### src/rtl/combo_lock_fsm.sv
// Parametrised combination lock: digit-by-digit entry, re-programmable code,
// failed-attempt counter with timed lockout, and rejection of non-BCD digits.
module combo_lock_fsm #(
  parameter int DIGITS      = 6,
  parameter int DIGIT_W     = 4,
  parameter logic [DIGITS*DIGIT_W-1:0] RESET_CODE = {4'd7, 4'd2, 4'd2, 4'd2, 4'd9, 4'd7},
  parameter int MAX_FAIL    = 3,
  parameter int LOCKOUT_CYC = 1000
) (
  input  logic                             clk,
  input  logic                             rst_n,
  input  logic [DIGIT_W-1:0]               digit_in,
  input  logic                             digit_vld,
  input  logic                             retry,
  input  logic                             relock,
  input  logic                             prog,
  output logic [2:0]                       state,
  output logic                             open,
  output logic                             closed,
  output logic                             locked_out,
  output logic [$clog2(DIGITS+1)-1:0]      pos,
  output logic [$clog2(MAX_FAIL+1)-1:0]    fail_cnt,
  output logic                             bad_digit,
  output logic                             code_done
);

  localparam int POS_W  = $clog2(DIGITS+1);
  localparam int FAIL_W = $clog2(MAX_FAIL+1);
  localparam int CNT_W  = (LOCKOUT_CYC > 1) ? $clog2(LOCKOUT_CYC) : 1;
  localparam int CODE_W = DIGITS*DIGIT_W;

  typedef enum logic [2:0] {
    ENTRY   = 3'd0,
    OPEN    = 3'd1,
    CLOSED  = 3'd2,
    PROG    = 3'd3,
    LOCKOUT = 3'd4
  } lockState_e;

  lockState_e          state_q, state_d;
  logic [POS_W-1:0]    pos_q, pos_d;
  logic [FAIL_W-1:0]   fail_q, fail_d;
  logic                mismatch_q, mismatch_d;
  logic [CODE_W-1:0]   code_q, code_d;
  logic [CODE_W-1:0]   shadow_q, shadow_d;
  logic [CNT_W-1:0]    cnt_q, cnt_d;
  logic                bad_q, bad_d;
  logic                done_q, done_d;
  logic                open_q, closed_q, locked_q;

  logic [DIGIT_W-1:0]  codeField;
  logic [CODE_W-1:0]   shadowWr;
  logic                digitOk;
  logic                lastDigit;
  logic                mismatchNext;
  logic [FAIL_W-1:0]   failInc;

  // Field 0 is the most-significant digit of the code word.
  always_comb begin
    codeField = '0;
    shadowWr  = shadow_q;
    for (int i = 0; i < DIGITS; i++) begin
      if (int'(pos_q) == i) begin
        codeField = code_q[(DIGITS-1-i)*DIGIT_W +: DIGIT_W];
        shadowWr[(DIGITS-1-i)*DIGIT_W +: DIGIT_W] = digit_in;
      end
    end
  end

  assign digitOk      = (int'(digit_in) <= 9);
  assign lastDigit    = (pos_q == POS_W'(DIGITS-1));
  assign mismatchNext = mismatch_q | (digit_in != codeField);
  assign failInc      = fail_q + FAIL_W'(1);

  always_comb begin
    state_d    = state_q;
    pos_d      = pos_q;
    fail_d     = fail_q;
    mismatch_d = mismatch_q;
    code_d     = code_q;
    shadow_d   = shadow_q;
    cnt_d      = cnt_q;
    bad_d      = 1'b0;
    done_d     = 1'b0;
    case (state_q)
      ENTRY: begin
        if (digit_vld && !digitOk) begin
          bad_d = 1'b1;
        end else if (digit_vld) begin
          if (lastDigit) begin
            pos_d      = '0;
            mismatch_d = 1'b0;
            if (!mismatchNext) begin
              state_d = OPEN;
              fail_d  = '0;
            end else if (failInc == FAIL_W'(MAX_FAIL)) begin
              state_d = LOCKOUT;
              fail_d  = failInc;
              cnt_d   = CNT_W'(LOCKOUT_CYC-1);
            end else begin
              state_d = CLOSED;
              fail_d  = failInc;
            end
          end else begin
            pos_d      = pos_q + POS_W'(1);
            mismatch_d = mismatchNext;
          end
        end
      end
      OPEN: begin
        if (relock) begin
          state_d = ENTRY;
        end else if (prog) begin
          state_d = PROG;
          pos_d   = '0;
        end
      end
      CLOSED: begin
        if (retry) begin
          state_d = ENTRY;
          pos_d   = '0;
        end
      end
      PROG: begin
        // Abort beats a coincident digit so a half-typed code never lands.
        if (relock) begin
          state_d = ENTRY;
          pos_d   = '0;
        end else if (digit_vld && !digitOk) begin
          bad_d = 1'b1;
        end else if (digit_vld) begin
          shadow_d = shadowWr;
          if (lastDigit) begin
            code_d  = shadowWr;
            done_d  = 1'b1;
            state_d = ENTRY;
            pos_d   = '0;
          end else begin
            pos_d = pos_q + POS_W'(1);
          end
        end
      end
      LOCKOUT: begin
        if (cnt_q == '0) begin
          state_d = ENTRY;
          fail_d  = '0;
        end else begin
          cnt_d = cnt_q - CNT_W'(1);
        end
      end
      default: begin
        state_d = ENTRY;
        pos_d   = '0;
      end
    endcase
  end

  // Status flags are registered from the next state so every output is Moore.
  always_ff @(posedge clk or negedge rst_n) begin
    if (!rst_n) begin
      state_q    <= ENTRY;
      pos_q      <= '0;
      fail_q     <= '0;
      mismatch_q <= 1'b0;
      code_q     <= RESET_CODE;
      shadow_q   <= RESET_CODE;
      cnt_q      <= '0;
      bad_q      <= 1'b0;
      done_q     <= 1'b0;
      open_q     <= 1'b0;
      closed_q   <= 1'b0;
      locked_q   <= 1'b0;
    end else begin
      state_q    <= state_d;
      pos_q      <= pos_d;
      fail_q     <= fail_d;
      mismatch_q <= mismatch_d;
      code_q     <= code_d;
      shadow_q   <= shadow_d;
      cnt_q      <= cnt_d;
      bad_q      <= bad_d;
      done_q     <= done_d;
      open_q     <= (state_d == OPEN);
      closed_q   <= (state_d == CLOSED);
      locked_q   <= (state_d == LOCKOUT);
    end
  end

  assign state      = state_q;
  assign pos        = pos_q;
  assign fail_cnt   = fail_q;
  assign open       = open_q;
  assign closed     = closed_q;
  assign locked_out = locked_q;
  assign bad_digit  = bad_q;
  assign code_done  = done_q;

endmodule

### config.mk
export PLATFORM = sky130hd
export DESIGN_NAME = combo_lock_fsm
export DESIGN_NICKNAME = d
export VERILOG_FILES = /design/src/rtl/combo_lock_fsm.sv
export SDC_FILE = /design/constraint.sdc
export NUM_CORES = 1
export LEC_CHECK = 0
export ABC_AREA = 1
export BUFFER_PORTS_ARGS = -buffer_cell sky130_fd_sc_hd__buf_4
export CORE_MARGIN = 1
export CORE_UTILIZATION = 56
export CTS_BUF_LIST = sky130_fd_sc_hd__clkbuf_4 sky130_fd_sc_hd__clkbuf_8
export CTS_CLUSTER_SIZE = 16
export DETAILED_ROUTE_END_ITERATION = 10
export PLACE_DENSITY_LB_ADDON = 0.3
export SETUP_SLACK_MARGIN = 0.02
export SLEW_MARGIN = 5
export SYNTH_ARGS = -nofsm -noshare
export SYNTH_HDL_FRONTEND = slang
export SYNTH_SLANG_ARGS = --single-unit
### constraint.sdc
create_clock -name clk -period 2.21 [get_ports clk]
set_input_delay 0.1105 -clock clk [delete_from_list [all_inputs] [get_ports clk]]
set_output_delay 0.1105 -clock clk [all_outputs]
set_load 0.02 [all_outputs]
==> impl_metrics.ini <==
[run_status]
status = complete, no violations

[yosys]
synth_top_area_cell = dfrtp_1
yosysMostFrequentCell = nand2_1
yosysUniqueCellTypes = 34
ys_dominant_reg_cell = dfrtp_1
synthTopCellsByCount = 129 x nand2_1, 53 x o21ai_0, 49 x dfrtp_1
syn-num-nets = 460
syn_area_sq_um = 3490
synth_seq_cells = 68
synthTopCellsByArea = dfrtp_1 35%, dfstp_2 14%, nand2_1 14%
synth-xor-area-share = 0.0125
synth_top_family_by_area = simple AND/OR/NAND/NOR gates
synth-edff-count = 0
synth_top_area_share = 0.351
postSynthAreaPerCell_sq_um = 7.81
synth_cells = 447
synth-simple-area-share = 0.242
yosys.area_share.adder = 0.0108
synthMuxAreaShare = 0.0387
synth-compound-area-share = 0.125
async_reset_ff_frac = 1.00
ys_warn_count = 0
ys_seq_area_frac = 0.494

[cts]
clockBufferDepth = 2
clock_latency_ps = 330
clock_sinks = 68
cts_tree = built
cts_inserted_buffers = 9
clkTransAtPathRegs_ps = 70
cts-root-buf = clkbuf_8
cts-htree-levels = 3

[sta]
finalCritPeriodShare = 0.938
finalMaxSlewViolations = 0
worstMarginPinSlew_ps = 830
fin_ws_ps = 136
rsz0062_at_grt = yes
min_period_ps = 2070
max_slew_margin = 0.447
max_freq_ghz = 0.482
setup_violations = 0
fin_skew_ps = 8.68
hold_viol_final = 0

[finish]
fill_cells = 481
drive_gt1_frac = 0.224
utilization = 0.686
syn_to_final_growth_pct = 17.1
antenna_cells = 0
nets = 498

[global_route]
grt_antenna_before_repair = 0
grt_max_degree = 69
grt_pass1_vias = 2906
overflow = 0
grt_usage = 0.256
grt_pass1_wl_um = 12600

[critical_path]
start_kind = flip-flop
slowest_stage = dfrtp_2
cp_max_fo = 7
required_ps = 2440
cp_common_cell = nand2_1
arrival_ps = 2300
slowest_delay_ps = 470
crit_type = flip-flop to flip-flop
end_kind = flip-flop
path_buf_inv = 3
cp_cell_sequence = inv_1 > nand2_2 > nor2_4 > a21oi_1 > nand2_1 > nand2_1 > nand2_1 > nand3_1 > nand2_1 > nor2_2 > nand4_1 > nand2_2 > buf_4 > inv_2 > nand2_1 > o21ai_1
cp_top_family = simple AND/OR/NAND/NOR gates

[pwr]
ir_drop_mv = 0.765
cellPowerDensity_nw_per_um2 = 1210
p_leak_nw = 2.06

[place]
dp_hpwl_um = 5290
gp_congestion = 0.887
port_buffers = 22
place_ws_ps = 31.7

[route]
met2_length_um = 3800
wl_per_cell_um = 13.5
drt_iter0_drc = 230
top_layer_used = met4
met3_length_um = 285
vias_per_cell = 5.40
wl_met1_um = 3360
ant_nets = 0
vias = 3053
post-route-drc-count = 0
finalWirelength_um = 7620
drt_pass1_iterations = 5

[floorplan]
die_w_um = 80.9
die_y_um = 80.9
design.die.area_sq_um = 6550
placementRows = 28
initial_utilization = 0.586
num_io_pins = 23
core_area_sq_um = 5960

[run]
cap_violations = 0

[min_path]
hold_path.class = input port to flip-flop
per-stage QoR:
| step | hold slack [ps] | TNS (ps) | cell area, sq um | std cells | power (mW) |
|---|---|---|---|---|---|
| global route | 51.4 | -375 | 4090 | 565 | 5.35 |
| detailed placement | 268 | 0 | 3810 | 547 | 3.87 |
| floorplan | -185 | 0 | 3490 | 447 | 3.26 |
| CTS | 32.4 | 0 | 4010 | 564 | 4.82 |
| finish | 49.2 | 0 | 4090 | 565 | 4.95 |
| global placement | 270 | 0 | 3810 | 547 | 3.80 |
state kept, by name, indices dropped and copies added, names as in the netlist:
register / cells
cnt_q: 10
open: 1
mismatch_q: 1
code_q: 24
code_done: 1
state: 3
locked_out: 1
pos: 3
fail_cnt: 2
shadow_q: 20
closed: 1
bad_digit: 1
cell type report:
type | count | area (sq um) | share of cell area
Sequential cell | 68 | 1730 | 0.423
Multi-Input combinational cell | 311 | 1550 | 0.380
Timing Repair Buffer | 40 | 314 | 0.0768
Inverter | 55 | 213 | 0.0520
Clock buffer | 14 | 174 | 0.0425
Tap cell | 75 | 93.8 | 0.0230
Clock inverter | 2 | 10.0 | 0.00245
layout by cell type (no fill, tap or decap), drive strengths merged:
| cell | n |
|---|---|
| inv | 52 |
| a2bb2oi | 1 |
| nand4 | 5 |
| ha | 3 |
| nor2 | 48 |
| dlygate4sd3 | 1 |
| xor2 | 2 |
| xnor2 | 3 |
| nor3 | 6 |
| or2 | 2 |
| nand2 | 129 |
| buf | 39 |
| clkbuf | 14 |
| mux2 | 12 |
| o21a | 1 |
| nand3b | 1 |
| dfrtp | 49 |
| a2111oi | 1 |
| nand3 | 17 |
| a31oi | 1 |
| o21ai | 54 |
| a211oi | 1 |
| o211a | 1 |
| a21boi | 1 |
| clkinv | 5 |
| a21oi | 22 |
| dfstp | 19 |
worst paths after layout:
kind	startpoint	end	slack, ps	depth (start not counted)
setup / recovery	pos[1]	cnt_q[1]	140	16
hold / removal	digit_vld	bad_digit	50	2
setup reg to reg	pos[1]	cnt_q[1]	140	16
hold reg to reg	code_q[4]	code_q[4]	470	2
max in group asynchronous	rst_n	pos[2]	1200	2
min in group asynchronous	rst_n	code_q[8]	420	2
report_power, final:
group / internal, mW / leakage [nW] / switching (mW) / total [mW]
sequential: 1.62 / 0.791 / 0.247 / 1.87
clock: 0.503 / 0.101 / 0.434 / 0.938
combinational: 0.826 / 1.17 / 1.31 / 2.14
total: 2.95 / 2.06 / 2.00 / 4.95
routing by layer:
layer  global-route usage  up-vias
li1                     -     1507
met1                0.312     1458
met2                0.434       69
met3               0.0528       19
met4                0.116        0
met5                    0        -
timing repair:
action | 4_1_cts | 5_1_grt
setup buffers | 0 | 1
pin swaps | 0 | 2
hold buffers | 1 | 0
hold endpoints to repair | 49 | 0
gates resized for setup | 1 | 22
endpoints found under the setup margin | 4 | 26
logic make-up after synthesis:
group	Yosys count
AO/OA/AOI/OAI	83
XOR/XNOR	5
adder cells (fa/ha/maj)	3
buffers and inverters	68
flip-flops	68
multiplexers	12
AND/OR/NAND/NOR	208
(Power assumes the default switching activity.)
